File: config.mk
export PLATFORM = sky130hd
export DESIGN_NAME = tensor_burst_sequencer_flat
export DESIGN_NICKNAME = d
export VERILOG_FILES = /design/src/rtl/tensor_burst_sequencer_pkg.sv /design/src/rtl/tensor_burst_sequencer_if.sv /design/src/rtl/tensor_burst_sequencer_beat_counter.sv /design/src/rtl/tensor_burst_sequencer.sv /design/src/flat_wrapper.sv
export SDC_FILE = /design/constraint.sdc
export NUM_CORES = 1
export LEC_CHECK = 0
export BUFFER_PORTS_ARGS = -buffer_cell sky130_fd_sc_hd__buf_2
export CAP_MARGIN = 10
export CORE_ASPECT_RATIO = 1.75
export CORE_MARGIN = 2
export CORE_UTILIZATION = 39
export CTS_BUF_LIST = sky130_fd_sc_hd__clkbuf_2 sky130_fd_sc_hd__clkbuf_4 sky130_fd_sc_hd__clkbuf_8
export DETAILED_ROUTE_END_ITERATION = 8
export PLACE_DENSITY_LB_ADDON = 0.12
export RECOVER_POWER = 100
export SYNTH_ARGS = -nofsm -noshare
export SYNTH_HDL_FRONTEND = slang
export SYNTH_SLANG_ARGS = --single-unit
export TNS_END_PERCENT = 5
File: constraint.sdc
create_clock -name clock_in -period 2.6 [get_ports clock_in]
set_clock_uncertainty 0.15 [all_clocks]
set_input_delay 0.39 -clock clock_in [delete_from_list [all_inputs] [get_ports clock_in]]
set_output_delay 0.39 -clock clock_in [all_outputs]
set_load 0.03 [all_outputs]
File: src/rtl/tensor_burst_sequencer_pkg.sv
// Shared types and sizing helpers for the tensor burst sequencer slice.
package tensor_pkg;

  typedef enum logic [1:0] {
    CMD_READ    = 2'd0,
    CMD_WRITE   = 2'd1,
    CMD_RDWR    = 2'd2,
    CMD_OPERATE = 2'd3
  } cmd_op_t;

  typedef enum logic [2:0] {
    ST_IDLE    = 3'd0,
    ST_WRITE   = 3'd1,
    ST_READ    = 3'd2,
    ST_RDWR    = 3'd3,
    ST_COMPUTE = 3'd4,
    ST_COMMIT  = 3'd5
  } seq_state_t;

  function automatic int unsigned ceil_div(input int unsigned num, input int unsigned den);
    return (num + den - 1) / den;
  endfunction

  // Index width that never collapses to zero bits for single-beat bursts.
  function automatic int unsigned idx_width(input int unsigned n);
    return (n <= 1) ? 1 : $clog2(n);
  endfunction

endpackage

File: src/rtl/tensor_burst_sequencer_if.sv
// Command, write, read and core-control channels of the burst sequencer.
interface tensor_burst_sequencer_if #(
  parameter int unsigned N           = 3,
  parameter int unsigned DATA_WIDTH  = 8,
  parameter int unsigned WRITE_LANES = 4,
  parameter int unsigned READ_LANES  = 2
);
  localparam int unsigned WB = tensor_pkg::ceil_div(2 * N * N, WRITE_LANES);
  localparam int unsigned BW = tensor_pkg::idx_width(WB);

  logic                              cmd_valid_in;
  logic                              cmd_ready_out;
  logic [1:0]                        cmd_op_in;
  logic [2:0]                        cmd_select_in;
  logic                              abort_in;
  logic                              write_data_valid_in;
  logic                              write_data_ready_out;
  logic [WRITE_LANES*DATA_WIDTH-1:0] write_data_in;
  logic                              rf_write_enable_out;
  logic [BW-1:0]                     rf_write_beat_out;
  logic [WRITE_LANES-1:0]            rf_write_lane_mask_out;
  logic [WRITE_LANES*DATA_WIDTH-1:0] rf_write_data_out;
  logic [N*N*DATA_WIDTH-1:0]         result_in;
  logic                              read_data_valid_out;
  logic                              read_data_ready_in;
  logic [READ_LANES*DATA_WIDTH-1:0]  read_data_out;
  logic                              core_start_out;
  logic [2:0]                        core_select_out;
  logic                              bulk_write_enable_out;
  logic                              busy_out;

  modport slave (
    input  cmd_valid_in, cmd_op_in, cmd_select_in, abort_in,
           write_data_valid_in, write_data_in, result_in, read_data_ready_in,
    output cmd_ready_out, write_data_ready_out, rf_write_enable_out, rf_write_beat_out,
           rf_write_lane_mask_out, rf_write_data_out, read_data_valid_out, read_data_out,
           core_start_out, core_select_out, bulk_write_enable_out, busy_out
  );

  modport master (
    output cmd_valid_in, cmd_op_in, cmd_select_in, abort_in,
           write_data_valid_in, write_data_in, result_in, read_data_ready_in,
    input  cmd_ready_out, write_data_ready_out, rf_write_enable_out, rf_write_beat_out,
           rf_write_lane_mask_out, rf_write_data_out, read_data_valid_out, read_data_out,
           core_start_out, core_select_out, bulk_write_enable_out, busy_out
  );

endinterface

File: src/rtl/tensor_burst_sequencer_beat_counter.sv
// Saturating beat counter: counts enabled beats up to LIMIT and flags completion.
module burst_beat_counter #(
  parameter  int unsigned LIMIT = 5,
  localparam int unsigned CW    = $clog2(LIMIT + 1)
) (
  input  logic          clock_in,
  input  logic          reset_in,
  input  logic          enable_in,
  input  logic          clear_in,
  output logic [CW-1:0] count_out,
  output logic          done_out
);

  logic [CW-1:0] count_q, count_d;

  assign done_out  = (count_q == CW'(LIMIT));
  assign count_out = count_q;

  always_comb begin
    count_d = count_q;
    if (clear_in) begin
      count_d = '0;
    end else if (enable_in && !done_out) begin
      count_d = count_q + 1'b1;
    end
  end

  always_ff @(posedge clock_in or posedge reset_in) begin
    if (reset_in) begin
      count_q <= '0;
    end else begin
      count_q <= count_d;
    end
  end

endmodule

File: src/rtl/tensor_burst_sequencer.sv
// Sequences matrix burst writes, result burst reads and the operate/commit timer.
module tensor_burst_sequencer
  import tensor_pkg::*;
#(
  parameter int unsigned N               = 3,
  parameter int unsigned DATA_WIDTH      = 8,
  parameter int unsigned WRITE_LANES     = 4,
  parameter int unsigned READ_LANES      = 2,
  parameter int unsigned COMPUTE_LATENCY = 4
) (
  input logic                    clock_in,
  input logic                    reset_in,
  tensor_burst_sequencer_if.slave bus
);

  localparam int unsigned NN  = N * N;
  localparam int unsigned WB  = ceil_div(2 * NN, WRITE_LANES);
  localparam int unsigned RB  = ceil_div(NN, READ_LANES);
  localparam int unsigned BW  = idx_width(WB);
  localparam int unsigned WCW = $clog2(WB + 1);
  localparam int unsigned RCW = $clog2(RB + 1);
  localparam int unsigned CCW = $clog2(COMPUTE_LATENCY + 1);

  seq_state_t     state_q, state_d;
  logic [2:0]     select_q, select_d;
  logic [CCW-1:0] cmp_cnt_q, cmp_cnt_d;
  logic [WCW-1:0] wr_count;
  logic [RCW-1:0] rd_count;
  logic           wr_done, rd_done;
  logic           in_idle, abort_act, cnt_clear;
  logic           wr_active, rd_active, wr_fire, rd_fire, wr_last, rd_last;

  assign in_idle   = (state_q == ST_IDLE);
  assign abort_act = bus.abort_in && !in_idle;
  assign cnt_clear = in_idle || abort_act;
  assign wr_active = (state_q == ST_WRITE) || (state_q == ST_RDWR);
  assign rd_active = (state_q == ST_READ)  || (state_q == ST_RDWR);

  // Abort masks both handshakes so neither side sees a transfer in that cycle.
  assign bus.write_data_ready_out = wr_active && !wr_done && !abort_act;
  assign bus.read_data_valid_out  = rd_active && !rd_done && !abort_act;
  assign wr_fire = bus.write_data_valid_in && bus.write_data_ready_out;
  assign rd_fire = bus.read_data_valid_out && bus.read_data_ready_in;
  assign wr_last = wr_fire && (wr_count == WCW'(WB - 1));
  assign rd_last = rd_fire && (rd_count == RCW'(RB - 1));

  burst_beat_counter #(.LIMIT(WB)) u_wr_cnt (
    .clock_in  (clock_in),
    .reset_in  (reset_in),
    .enable_in (wr_fire),
    .clear_in  (cnt_clear),
    .count_out (wr_count),
    .done_out  (wr_done)
  );

  burst_beat_counter #(.LIMIT(RB)) u_rd_cnt (
    .clock_in  (clock_in),
    .reset_in  (reset_in),
    .enable_in (rd_fire),
    .clear_in  (cnt_clear),
    .count_out (rd_count),
    .done_out  (rd_done)
  );

  assign bus.cmd_ready_out         = in_idle;
  assign bus.busy_out              = !in_idle;
  assign bus.rf_write_enable_out   = wr_fire;
  assign bus.rf_write_beat_out     = wr_count[BW-1:0];
  assign bus.rf_write_data_out     = bus.write_data_in;
  assign bus.core_start_out        = (state_q == ST_COMPUTE) && (cmp_cnt_q == '0);
  assign bus.core_select_out       = select_q;
  assign bus.bulk_write_enable_out = (state_q == ST_COMMIT) && !bus.abort_in;

  always_comb begin
    bus.rf_write_lane_mask_out = '0;
    for (int unsigned k = 0; k < WRITE_LANES; k++) begin
      bus.rf_write_lane_mask_out[k] = (32'(wr_count) * WRITE_LANES + k) < 2 * NN;
    end
  end

  // Lanes past the last result element read as zero.
  always_comb begin
    bus.read_data_out = '0;
    for (int unsigned k = 0; k < READ_LANES; k++) begin
      for (int unsigned e = 0; e < NN; e++) begin
        if (32'(rd_count) * READ_LANES + k == e) begin
          bus.read_data_out[k*DATA_WIDTH +: DATA_WIDTH] = bus.result_in[e*DATA_WIDTH +: DATA_WIDTH];
        end
      end
    end
  end

  always_comb begin
    state_d   = state_q;
    select_d  = select_q;
    cmp_cnt_d = cmp_cnt_q;
    case (state_q)
      ST_IDLE: begin
        if (bus.cmd_valid_in) begin
          select_d  = bus.cmd_select_in;
          cmp_cnt_d = '0;
          case (cmd_op_t'(bus.cmd_op_in))
            CMD_READ:    state_d = ST_READ;
            CMD_WRITE:   state_d = ST_WRITE;
            CMD_RDWR:    state_d = ST_RDWR;
            CMD_OPERATE: state_d = ST_COMPUTE;
            default:     state_d = ST_IDLE;
          endcase
        end
      end
      ST_WRITE:   if (wr_last) state_d = ST_IDLE;
      ST_READ:    if (rd_last) state_d = ST_IDLE;
      ST_RDWR:    if ((wr_done || wr_last) && (rd_done || rd_last)) state_d = ST_IDLE;
      ST_COMPUTE: begin
        if (cmp_cnt_q == CCW'(COMPUTE_LATENCY)) begin
          state_d = ST_COMMIT;
        end else begin
          cmp_cnt_d = cmp_cnt_q + 1'b1;
        end
      end
      ST_COMMIT:  state_d = ST_IDLE;
      default:    state_d = ST_IDLE;
    endcase
    if (abort_act) begin
      state_d   = ST_IDLE;
      cmp_cnt_d = '0;
    end
  end

  always_ff @(posedge clock_in or posedge reset_in) begin
    if (reset_in) begin
      state_q   <= ST_IDLE;
      select_q  <= '0;
      cmp_cnt_q <= '0;
    end else begin
      state_q   <= state_d;
      select_q  <= select_d;
      cmp_cnt_q <= cmp_cnt_d;
    end
  end

endmodule

File: src/flat_wrapper.sv
// flat-port wrapper written by rule: the top's interface ports become plain ports
module tensor_burst_sequencer_flat import tensor_pkg::*;
#(
  parameter int unsigned N               = 3,
  parameter int unsigned DATA_WIDTH      = 8,
  parameter int unsigned WRITE_LANES     = 4,
  parameter int unsigned READ_LANES      = 2,
  parameter int unsigned COMPUTE_LATENCY = 4
)
  (clock_in, reset_in, bus_cmd_valid_in, bus_cmd_op_in, bus_cmd_select_in, bus_abort_in, bus_write_data_valid_in, bus_write_data_in, bus_result_in, bus_read_data_ready_in, bus_cmd_ready_out, bus_write_data_ready_out, bus_rf_write_enable_out, bus_rf_write_beat_out, bus_rf_write_lane_mask_out, bus_rf_write_data_out, bus_read_data_valid_out, bus_read_data_out, bus_core_start_out, bus_core_select_out, bus_bulk_write_enable_out, bus_busy_out);
  tensor_burst_sequencer_if #(.N(N), .DATA_WIDTH(DATA_WIDTH), .WRITE_LANES(WRITE_LANES), .READ_LANES(READ_LANES)) bus_i ();
  input logic clock_in;
  input logic reset_in;
  input wire logic [$bits(bus_i.cmd_valid_in)-1:0] bus_cmd_valid_in;
  input wire logic [$bits(bus_i.cmd_op_in)-1:0] bus_cmd_op_in;
  input wire logic [$bits(bus_i.cmd_select_in)-1:0] bus_cmd_select_in;
  input wire logic [$bits(bus_i.abort_in)-1:0] bus_abort_in;
  input wire logic [$bits(bus_i.write_data_valid_in)-1:0] bus_write_data_valid_in;
  input wire logic [$bits(bus_i.write_data_in)-1:0] bus_write_data_in;
  input wire logic [$bits(bus_i.result_in)-1:0] bus_result_in;
  input wire logic [$bits(bus_i.read_data_ready_in)-1:0] bus_read_data_ready_in;
  output wire logic [$bits(bus_i.cmd_ready_out)-1:0] bus_cmd_ready_out;
  output wire logic [$bits(bus_i.write_data_ready_out)-1:0] bus_write_data_ready_out;
  output wire logic [$bits(bus_i.rf_write_enable_out)-1:0] bus_rf_write_enable_out;
  output wire logic [$bits(bus_i.rf_write_beat_out)-1:0] bus_rf_write_beat_out;
  output wire logic [$bits(bus_i.rf_write_lane_mask_out)-1:0] bus_rf_write_lane_mask_out;
  output wire logic [$bits(bus_i.rf_write_data_out)-1:0] bus_rf_write_data_out;
  output wire logic [$bits(bus_i.read_data_valid_out)-1:0] bus_read_data_valid_out;
  output wire logic [$bits(bus_i.read_data_out)-1:0] bus_read_data_out;
  output wire logic [$bits(bus_i.core_start_out)-1:0] bus_core_start_out;
  output wire logic [$bits(bus_i.core_select_out)-1:0] bus_core_select_out;
  output wire logic [$bits(bus_i.bulk_write_enable_out)-1:0] bus_bulk_write_enable_out;
  output wire logic [$bits(bus_i.busy_out)-1:0] bus_busy_out;
  assign bus_i.cmd_valid_in = bus_cmd_valid_in;
  assign bus_i.cmd_op_in = bus_cmd_op_in;
  assign bus_i.cmd_select_in = bus_cmd_select_in;
  assign bus_i.abort_in = bus_abort_in;
  assign bus_i.write_data_valid_in = bus_write_data_valid_in;
  assign bus_i.write_data_in = bus_write_data_in;
  assign bus_i.result_in = bus_result_in;
  assign bus_i.read_data_ready_in = bus_read_data_ready_in;
  assign bus_cmd_ready_out = bus_i.cmd_ready_out;
  assign bus_write_data_ready_out = bus_i.write_data_ready_out;
  assign bus_rf_write_enable_out = bus_i.rf_write_enable_out;
  assign bus_rf_write_beat_out = bus_i.rf_write_beat_out;
  assign bus_rf_write_lane_mask_out = bus_i.rf_write_lane_mask_out;
  assign bus_rf_write_data_out = bus_i.rf_write_data_out;
  assign bus_read_data_valid_out = bus_i.read_data_valid_out;
  assign bus_read_data_out = bus_i.read_data_out;
  assign bus_core_start_out = bus_i.core_start_out;
  assign bus_core_select_out = bus_i.core_select_out;
  assign bus_bulk_write_enable_out = bus_i.bulk_write_enable_out;
  assign bus_busy_out = bus_i.busy_out;
  tensor_burst_sequencer #(.N(N), .DATA_WIDTH(DATA_WIDTH), .WRITE_LANES(WRITE_LANES), .READ_LANES(READ_LANES), .COMPUTE_LATENCY(COMPUTE_LATENCY)) u_core (.clock_in(clock_in), .reset_in(reset_in), .bus(bus_i));
endmodule
# Word level (Yosys, flattened, before mapping)
# Index checks and enable logic that the tools add are counted.
# totals
ff_bits	15
inputBits	115
out_inout_bits	65
word_cells	111
# op_classes
addsub	7
n_lt_le_gt_ge	4
n_eq_ne	30
muxes	30
n_reduce_logical	35
# ops
operator	count
equality test 32 x 3 -> 1 bit, second input constant	4
two-way mux 8 bit	14
< comparator 32 x 5 -> 1 bit, second input constant	3
equality test 32 x 2 -> 1 bit, second input constant	2
logical NOT 32 bit	2
two-way mux 3 bit	13
equality test 32 x 1 -> 1 bit, second input constant	1
equality test 32 x 4 -> 1 bit, second input constant	1
equality test 3 bit, second input constant	7
one-hot mux 3 bit (5 select lines)	1
logical AND 1 bit	14
adder 5 x 2 -> 6 bit, second input constant	2
equality test 3 x 2 -> 1 bit, second input constant	4
one-hot mux 3 bit (4 select lines)	1
adder 3 x 1 -> 3 bit, second input constant	3
!= test 3 x 2 -> 1 bit, second input constant	3
adder 5 x 1 -> 6 bit, second input constant	1
equality test 3 x 1 -> 1 bit, second input constant	2
logical NOT 3 bit	2
!= test 3 x 1 -> 1 bit, second input constant	2
one-hot mux 3 bit (2 select lines)	1
adder 4 x 1 -> 5 bit, second input constant	1
logical NOT 1 bit	5
logical OR 1 bit	5
10 further kinds	12

# Depth between registers and ports, before layout
# depth
word_depth	12
depth_mapped	7
depth_no_buf	5

# By module
# Synthesis repeated with hierarchy kept, for this count alone.
# unflattened
cells_unflattened	189
area_unflattened_um2	1831.8
# by_module_without_submodules
mod	n_inst	cells_per_inst	area_per_inst_um2	seq_area_each_um2
tensor_burst_sequencer	1	153	1426.4	225.2
burst_beat_counter	2	18	202.7	75.1

# Worst setup path before layout
# OpenSTA, ideal clock, no wires.
# synth_timing
path_type	reg2out
start	register u_core.u_rd_cnt.count_q[2], in the netlist u_core.u_rd_cnt.count_out[2]
end	output bus_read_data_out[0]
t_arrival_ns	1.954
path_slack_ns	0.106
path_stages_with_launch	7
cell_sequence	dfrtp_1 > clkinv_1 > ha_1 > buf_2 > clkbuf_1 > a221o_1 > a31oi_1
# synth_via
elab_chain_len	6
word_cells_on_any_way	10
classes_between	eq/ne: 4; mux: 5; reduce/logical: 1
# synth_rtl
element	line	rtl
from (decl)	tensor_burst_sequencer_beat_counter.sv:14	logic [CW-1:0] count_q, count_d;
from (signal assigned)	tensor_burst_sequencer_beat_counter.sv:32	count_q <= count_d;
logical NOT 32 bit	tensor_burst_sequencer.sv:86	if (32'(rd_count) * READ_LANES + k == e) begin
two-way mux 8 bit (4 in a row)	tensor_burst_sequencer.sv:86	
two-way mux 8 bit (*)	tensor_burst_sequencer.sv:86	
to (decl)	flat_wrapper.sv:29	output wire logic [$bits(bus_i.read_data_out)-1:0] bus_read_data_out;
# Mark *: on every way between the ends. The rest lies on a longest branch, timed or not.

# Worst setup path after layout
# layout_timing
start	register u_core.u_rd_cnt.count_q[0], in the netlist u_core.u_rd_cnt.count_out[0]
end	output bus_read_data_out[3]
# Same word-level chain as after synthesis.

==> metrics <==
Area Overhead vs Synth=23.2%; DR iter-0 viols=125; Hold Fails Final Rpt=0; Worst EP arrival=1.95 ns; Num CTS Buffers=3; Total GRT Usage=0.196; worst endpoint required time=2.06 ns; synthesized area=2050 um^2; Yosys warning count=0; ranking of synthesized cells by area=dfrtp_1 (18%), buf_4 (13%), ha_1 (8.6%); number of remaining DRC errors=16; vias in the first global route=2142; worst setup path endpoint=bus_read_data_out[3]; Placer Congestion=0.759; nets@finish=469; Crit Path Category=flop to output pin; register-to-register setup slack=0.50 ns; Worst Setup Slack, final=0.113 ns; Slew HR=0.294; Clock Path Buffers=2; r2r worst-path depth=2; crit path cell chain=inv_2, ha_1, buf_12, nand3b_1, a221o_1, a31oi_1, clkbuf_2; Inst Count DP=385; Synth top cells by count=buf_4 (35), nand2_1 (27), inv_1 (20), a21oi_1 (17), dfrtp_1 (15); Detailed Route WL=5920 um; DIE AREA=5870 um^2; min Tclk post-route=2.49 ns; main combinational cell family by area after synthesis=compound AO/OA/AOI/OAI gates; ys flop type=dfrtp_1; area share of the largest cell type after synthesis=0.183; IR drop worst, VDD=0.000405 V; multiplexer share of the synthesized area=0.0434; count leader, synth=buf_4; Adder-Cell Fraction of Synth Area=0.0856; Post-Synth Simple-Gate Area=0.223; sequential fraction of the synthesis area=0.183; Final Core Density=0.502; endpoints failing setup=0; synthesized instance count=257; Die Ht=99.8 um; crit share post-route=0.957; clock root buffer=clkbuf_8; post-placement worst setup slack=0.103 ns; antenna viol nets, final=0; EDFF count, synth=0; later-pin clock latency in the skew report=0.25 ns; r2r startpoint=u_core.state_q[0]; RSZ-0062 raised after global routing=false; crit path capture type=output pin; Max-cap violations=0; CTS tree=built; PD cells=499 nW/um^2; Cell Rows=34; initial antenna violation count=0; Tightest Pin Transition=1.04 ns; DP HPWL=4610 um; FILL cells=526; vias per std cell=5.55; drt pass-1 iters=6; clock slew at reported path FFs=0.06 ns; # IOs=180; Synth cell types=45; max-slew violations=0; CTS sink cnt=15; routed len/inst=15.1 um; Post-CTS Hold Buffers=0; post-synthesis compound-gate area fraction=0.260; crit-path max FO=32; P_leak=1.31 nW; syn nets=386; Post-Layout Cell Count=393; first-pass GRT wire length=9350 um; area leader, netlist=dfrtp_1; Worst Setup Start Kind=flop; XOR/XNOR Fraction of Synth Area=0; critical path's largest stage delay=0.43 ns; antenna cells=0; grt total ovfl=0; initial core utilization=0.408; DIE WIDTH=58.8 um; layout cell share with drive strength beyond 1=0.386; PortBufs=115; Async S/R FF share, synth=1.00; Min-Delay Path Class=primary input to asynchronous set/reset pin; failing checks=DRC; largest net degree at the start of global routing=33; Core Area=5020 um^2; via count=2180; FF-to-FF End=u_core.bus.core_select_out[2]; final setup TNS=0 ns; post-synthesis register bit count=15; Syn Area/Cell=7.96 um^2; Fmax achieved=0.402 GHz; htree depth=1; Crit-path slowest cell=dfrtp_1; outcome=finished with violations; crit path from=u_core.u_rd_cnt.count_out[0]
layout by cell type (no fill, tap or decap), types with 2 or more instances in the layout:
master     Yosys  routed
and2_1         2       2
or3_1          1       2
mux2_2         7       7
nand2b_1      11      11
nand3_1        8       8
nand2_1       27      27
o211a_1        8       8
buf_4         35      12
a21oi_1       17      17
nor2b_1        3       3
buf_2          7      85
nand3b_1       9       9
inv_1         20      18
o21ai_0       10      11
nor4b_1        0       2
a221o_1        8       8
nor3_1         4       4
clkbuf_2       0      11
ha_1          14      12
clkbuf_8       0       3
inv_2          0       2
dfrtp_1       15      15
a31oi_1        8       8
o2111ai_1      2       2
o211ai_1       2       2
clkbuf_1       7      15
clkbuf_4       0       2
a32o_1         8       8
buf_12         0       2
where the power goes:
group	internal, mW	switching (mW)	total (mW)	leakage [nW]
Clock	0.119	0.0784	0.197	0.0262
Sequential	0.274	0.0465	0.320	0.200
Combinational	0.293	0.448	0.741	1.08
Total	0.686	0.573	1.26	1.31
how the worst min path moves through the flow:
stage,from,endpoint
floorplan,reset_in,u_core.bus.core_select_out[0]
global placement,reset_in,u_core.u_wr_cnt.count_out[0]
detailed placement,reset_in,u_core.u_wr_cnt.count_out[0]
CTS,reset_in,u_core.u_wr_cnt.count_out[0]
global route,reset_in,u_core.u_wr_cnt.count_out[0]
finish,reset_in,u_core.u_wr_cnt.count_out[0]
layer usage:
layer / track usage / share of wire / vias up
li1: - / - / 1059
met1: 0.204 / 0.34 / 997
met2: 0.365 / 0.54 / 108
met3: 0.0361 / 0.093 / 16
met4: 0.0857 / 0.023 / 0
met5: 0 / 0 / -
state kept, by name, summed over array words and instances (netlist names):
signal	flops
u_core.bus.core_select_out	3
u_core.cmp_cnt_q	3
u_core.state_q	3
u_core.u_rd_cnt.count_out	3
u_core.u_wr_cnt.count_out	3
cell families after synthesis:
logic type,count (synthesis)
simple gates,76
buf+inv,72
fa+ha+maj,14
compound gates,72
flops,15
mux,8
area by class of cell:
class / instances / area [um^2] / share of cell area
multi-input combinational: 170 / 1240 / 0.490
tap: 54 / 67.6 / 0.0268
sequential: 15 / 375 / 0.149
clock buffer: 4 / 48.8 / 0.0193
timing repair buffer: 128 / 711 / 0.282
inverter: 22 / 83.8 / 0.0332
metrics by stage:
stage               power [mW]  cell area [um^2]  hold slack, ns
finish                    1.26              2520          0.0392
global route              1.35              2520           0.104
CTS                       1.29              2510          0.0703
detailed placement        1.08              2450           0.340
global placement          1.07              2450           0.338
floorplan                0.953              2050           0.141
timing repair:
action	in CTS	in global routing
endpoints found under the setup margin	15	8
gates resized for setup	2	11
setup buffers	0	3
gates cloned	0	1
hold endpoints to repair	0	0
critical path, delay by kind of cell (launching register included):
kind	cells	cell delay, ns
buffers and inverters	3	0.52
AOI/OAI and AO/OA	2	0.46
DFF	1	0.43
adders and majority gates	1	0.19
and+or+nand+nor	1	0.09
No activity file was read; power rests on OpenSTA's default activity.
